<file path="config.mk">
export PLATFORM = sky130hd
export DESIGN_NAME = regfile_writeback
export DESIGN_NICKNAME = d
export VERILOG_FILES = /design/src/rtl/regfile_writeback.sv
export SDC_FILE = /design/constraint.sdc
export NUM_CORES = 1
export LEC_CHECK = 0
export CAP_MARGIN = 10
export CORE_AREA = 2 2 136 238
export CTS_CLUSTER_DIAMETER = 150
export CTS_CLUSTER_SIZE = 40
export DETAILED_ROUTE_END_ITERATION = 12
export DIE_AREA = 0 0 138 240
export PLACE_DENSITY = 0.76
export SYNTH_ARGS = -nofsm -noshare
export SYNTH_HDL_FRONTEND = slang
export SYNTH_SLANG_ARGS = --single-unit
</file>
<file path="constraint.sdc">
create_clock -name clock -period 5 [get_ports clock]
set_input_delay 1.5 -clock clock [delete_from_list [all_inputs] [get_ports clock]]
set_output_delay 1.5 -clock clock [all_outputs]
set_load 0.01 [all_outputs]
</file>
<file path="src/rtl/regfile_writeback.sv">
// rtl/regfile_writeback.sv - two-pipe write-back FIFOs, round-robin register file write and pending scoreboard
// Optional same-cycle source bypass outputs when TPU_WB_BYPASS_EN is defined.
module regfile_writeback #(
    parameter int DATA_W     = 32,
    parameter int IDX_W      = 6,
    parameter int NUM_REG    = 64,
    parameter int FIFO_DEPTH = 4
) (
    input  logic              clock,
    input  logic              reset,
    input  logic              I_Valid_A,
    input  logic [IDX_W-1:0]  I_Dst_A,
    input  logic [DATA_W-1:0] I_Data_A,
    output logic              O_Rdy_A,
    input  logic              I_Valid_B,
    input  logic [IDX_W-1:0]  I_Dst_B,
    input  logic [DATA_W-1:0] I_Data_B,
    output logic              O_Rdy_B,
    input  logic              I_Issue,
    input  logic [IDX_W-1:0]  I_Issue_Dst,
    input  logic [IDX_W-1:0]  I_Index_Src1,
    input  logic [IDX_W-1:0]  I_Index_Src2,
    output logic              O_Pend_Src1,
    output logic              O_Pend_Src2,
`ifdef TPU_WB_BYPASS_EN
    output logic              O_Byp_Src1,
    output logic              O_Byp_Src2,
    output logic [DATA_W-1:0] O_Byp_Data1,
    output logic [DATA_W-1:0] O_Byp_Data2,
`endif
    output logic              O_We,
    output logic [IDX_W-1:0]  O_Index_Dst,
    output logic [DATA_W-1:0] O_Data,
    output logic              O_Idle
);
    localparam int AW       = $clog2(FIFO_DEPTH);
    localparam int PTR_W    = AW + 1;
    localparam int EW       = IDX_W + DATA_W;
    localparam int FULL_REG = 1 << IDX_W;

    logic [EW-1:0]    mem_a [FIFO_DEPTH];
    logic [EW-1:0]    mem_b [FIFO_DEPTH];
    logic [PTR_W-1:0] wr_a, rd_a, wr_b, rd_b;
    logic             empty_a, empty_b, full_a, full_b;
    logic             push_a, push_b, grant_a, grant_b;
    logic             last_b;
    logic [EW-1:0]    head_a, head_b;
    logic [NUM_REG-1:0]  pend;
    logic [FULL_REG-1:0] pend_ext;
    logic             pend_raw1, pend_raw2;

    // Pointer MSB differing with equal low bits means the FIFO has wrapped full.
    assign empty_a = (wr_a == rd_a);
    assign empty_b = (wr_b == rd_b);
    assign full_a  = (wr_a[AW] != rd_a[AW]) && (wr_a[AW-1:0] == rd_a[AW-1:0]);
    assign full_b  = (wr_b[AW] != rd_b[AW]) && (wr_b[AW-1:0] == rd_b[AW-1:0]);

    assign O_Rdy_A = !full_a;
    assign O_Rdy_B = !full_b;
    assign push_a  = I_Valid_A && !full_a;
    assign push_b  = I_Valid_B && !full_b;

    assign grant_a = !empty_a && (empty_b || last_b);
    assign grant_b = !empty_b && !grant_a;

    assign head_a = mem_a[rd_a[AW-1:0]];
    assign head_b = mem_b[rd_b[AW-1:0]];

    always_ff @(posedge clock) begin
        if (push_a) mem_a[wr_a[AW-1:0]] <= {I_Dst_A, I_Data_A};
        if (push_b) mem_b[wr_b[AW-1:0]] <= {I_Dst_B, I_Data_B};
    end

    always_ff @(posedge clock or posedge reset) begin
        if (reset) begin
            wr_a        <= '0;
            rd_a        <= '0;
            wr_b        <= '0;
            rd_b        <= '0;
            last_b      <= 1'b1;
            O_We        <= 1'b0;
            O_Index_Dst <= '0;
            O_Data      <= '0;
        end else begin
            if (push_a) wr_a <= wr_a + PTR_W'(1);
            if (push_b) wr_b <= wr_b + PTR_W'(1);
            O_We <= grant_a || grant_b;
            if (grant_a) begin
                rd_a                  <= rd_a + PTR_W'(1);
                last_b                <= 1'b0;
                {O_Index_Dst, O_Data} <= head_a;
            end else if (grant_b) begin
                rd_b                  <= rd_b + PTR_W'(1);
                last_b                <= 1'b1;
                {O_Index_Dst, O_Data} <= head_b;
            end
        end
    end

    // Issue takes priority so a re-reservation during the landing write stays pending.
    always_ff @(posedge clock or posedge reset) begin
        if (reset) begin
            pend <= '0;
        end else begin
            for (int i = 0; i < NUM_REG; i++) begin
                if (I_Issue && (I_Issue_Dst == IDX_W'(i)))
                    pend[i] <= 1'b1;
                else if (O_We && (O_Index_Dst == IDX_W'(i)))
                    pend[i] <= 1'b0;
            end
        end
    end

    generate
        if (NUM_REG < FULL_REG) begin : g_pad
            assign pend_ext = {{(FULL_REG - NUM_REG){1'b0}}, pend};
        end else begin : g_nopad
            assign pend_ext = pend;
        end
    endgenerate

    assign pend_raw1 = pend_ext[I_Index_Src1];
    assign pend_raw2 = pend_ext[I_Index_Src2];

`ifdef TPU_WB_BYPASS_EN
    assign O_Byp_Src1  = O_We && (O_Index_Dst == I_Index_Src1);
    assign O_Byp_Src2  = O_We && (O_Index_Dst == I_Index_Src2);
    assign O_Byp_Data1 = O_Data;
    assign O_Byp_Data2 = O_Data;
    assign O_Pend_Src1 = pend_raw1 && !O_Byp_Src1;
    assign O_Pend_Src2 = pend_raw2 && !O_Byp_Src2;
`else
    assign O_Pend_Src1 = pend_raw1;
    assign O_Pend_Src2 = pend_raw2;
`endif

    assign O_Idle = empty_a && empty_b && !O_We;
endmodule

</file>
==> results_dict.tcl <==
set metrics [dict create \
    status "finished clean" \
    worst_ep_arrival_time_ps 3420 \
    synth_common_cells "edfxtp_1, o21ai_0, dfrtp_1, mux4_2, nor2_1" \
    async_reset_ff_share_pct 27.62 \
    fillCellCount 2269 \
    drt-vias-per-instance 6.268 \
    synth_top_area_share_pct 53.67 \
    fin_cells 1509 \
    setup_viol 0 \
    synth_edf_count 304 \
    yosys-top-cells-area "edfxtp_1, dfrtp_1, mux4_2, o21ai_0, mux2i_1" \
    p_clk_share_pct 13.7 \
    grt_pass1_vias 9978 \
    swShare_pct 33.96 \
    crit_start "I_Index_Src1[0]" \
    grt_first_pass_wirelength_mm 60.24 \
    cpMostUsedCell "mux4_2" \
    die_w_um 138 \
    cellPowerDensity_nw_per_um2 582.3 \
    regToRegStartpoint "rd_b[0]$_DFFE_PP0P_" \
    critPathSlowestCell "mux4_2" \
    preCtsSetupSlack_ps -666.3 \
    track_usage_pct 24.31 \
    grt_overflow 0 \
    htree_levels 1 \
    numCtsBuffers 14 \
    min_period_ps 4921 \
    finalCritPeriodShare_pct 98.42 \
    core_area_um2 31200 \
    r2r_slack_ps 2310 \
    place.port_buffers 142 \
    hold_start "wr_a[2]$_DFFE_PP0N_" \
    syn_area_um2 17010 \
    synthFlopType "edfxtp_1" \
    worstPathCellList "buf_4, buf_12, mux4_2, mux4_2, mux4_2, buf_2" \
    post-dp-hpwl_mm 26.72 \
    syn_nets 1068 \
    switchingPower_w 0.003868 \
    hp-class "reg -> reg" \
    max_freq_ghz 0.2032 \
    p_leak_nw 6.683 \
    crit_type "in -> out" \
    root_buffer "clkbuf_16" \
    slew_headroom_pct 37.39 \
    drive_above_1_share_pct 17.43 \
    cts_buffer_depth 3 \
    total_power_w 0.01139 \
    die_h_um 240 \
    firstDrtPassIters 5 \
    hold_viol 0 \
    crit_required_ps 3500 \
    synth_cells 959 \
    yosysMostFrequentCell "edfxtp_1" \
    globalplace.congestion 1.059 \
    grt_max_degree 78 \
    fin_skew_ps 27.90 \
    num_rows 86 \
    utilization_pct 62.69 \
    setup_slack_ps 79.02 \
    placedCellCount 1479 \
    clkTransAtPathRegs_ps 140 \
    seqPwrFrac_pct 48.5 \
    ir_drop_v 0.0004689 \
    avgRoutedWirePerCell_um 26.28 \
    worst_pin_slew_ps 939.1 \
    comb_power_share_pct 37.8 \
    crit_fanout 7 \
    synth_seq_area_share_pct 70.74 \
    drc 0 \
    ys_seq_elements 420 \
    numClockSinks 420 \
    ys_types 36 \
    syn_avg_cell_area_um2 17.74 \
    rsz0062_at_grt "false" \
    die-area_um2 33120 \
    crit_path_max_incr_delay_ps 530 \
    endpoint_kind "primary output" \
    slew_viol_final 0 \
    cts-hold-fix-buffers 0 \
    num_vias 9458 \
    postRouteAntennaNets 0 \
    max-cap-violations 0 \
    critPathLaunchType "input port" \
    area_growth_pct 15.00 \
    ys_warn_count 0 \
    antenna_cells 0 \
    io_pins 143 \
    synth_top_cell_by_area "edfxtp_1" \
    insertion_delay_ps 530 \
    first_iter_violations 615 \
    hold_slack_ps 507.8 \
    grt_antenna_before_repair 1 \
    cts_tree "done" \
    finalNetCount 1214 \
    intPower_w 0.007522 \
    initial_core_util_pct 54.51 \
    drt-total-wl_mm 39.66 \
]
cell families after synthesis:
logic type	Yosys count	share of synthesized area, %
flops	420	70.74
compound gates	176	5.296
mux	160	17.69
simple gates	124	3.479
buf+inv	55	1.339
xor+xnor	14	0.7209
fa+ha+maj	10	0.7356
layout make-up:
type	count	area, um^2	area share, %
Sequential cell	420	12040	61.56
Inverter	6	25.02	0.1279
Clock buffer	23	405.4	2.072
Timing Repair Buffer	179	1780	9.102
Multi-Input combinational cell	484	4792	24.50
Clock inverter	1	20.02	0.1023
Tap cell	396	495.5	2.533
critical path: cells and delay by family:
| kind | cells | cell delay, ps |
|---|---|---|
| buf+inv | 3 | 440 |
| mux | 3 | 1480 |
layout by cell type (no fill, tap or decap), types with 3 or more instances in the layout:
master,instances
ha_1,10
clkdlybuf4s50_1,135
xnor2_1,7
and3_2,8
buf_4,30
o21ai_0,130
inv_1,5
nor3_1,3
clkbuf_2,3
mux4_2,112
a21oi_1,39
nor2_1,45
clkbuf_1,8
nor2b_1,13
nand3_1,16
buf_12,4
clkbuf_16,15
mux2i_1,42
edfxtp_1,304
nand2_1,24
nand3b_1,5
mux2_2,5
dfrtp_1,111
xor2_1,7
flip-flops by register name, indices dropped and copies added, names as in the netlist:
signal / cells
rd_a: 3
last_b: 1
O_Data: 32
pend: 64
wr_a: 3
wr_b: 3
rd_b: 3
mem_b: 152
O_Index_Dst: 6
O_We: 1
mem_a: 152
routing by layer:
layer / part of all wire, % / routed length (um) / global-route usage, %
met2: 55 / 21630 / 45.62
met3: 4.6 / 1819 / 2.649
met1: 35 / 13690 / 27.14
met5: 0.033 / 13 / 0
met4: 6.3 / 2505 / 12.89
worst paths after layout:
kind                                          end  cells after the start
hold / removal                wr_a[2]$_DFFE_PP0N_                      1
hold reg to reg               wr_a[2]$_DFFE_PP0N_                      1
setup / recovery                      O_Pend_Src1                      6
min in group asynchronous    pend[48]$_DFFE_PP0P_                      2
setup reg to reg           O_Data[30]$_DFFE_PP0P_                      5
max in group asynchronous    pend[27]$_DFFE_PP0P_                      3
stage by stage:
step / instance area (um^2) / TNS (ps)
final: 19560 / 0
after global routing: 19560 / 0
after global placement: 19040 / -997.8
after detailed placement: 19040 / -1027
after floorplan: 17010 / 0
after CTS: 19540 / 0
power groups by stage:
stage | Sequential (W) | Clock (W) | Combinational [W]
floorplan | 0.00537 | 0 | 0.00285
global placement | 0.00552 | 0 | 0.00425
detailed placement | 0.00558 | 0 | 0.00436
CTS | 0.00550 | 0.00160 | 0.00437
global route | 0.00560 | 0.00169 | 0.00466
finish | 0.00553 | 0.00156 | 0.00430
timing repair:
item                                   in CTS  in global routing
pin swaps                                   1                  1
buffers inserted                            1                  2
cloned                                      3                  0
resized for setup                          18                 12
setup endpoints to repair                   2                  2
endpoints found under the hold margin       0                  0
No activity file was read; power rests on OpenSTA's default activity.
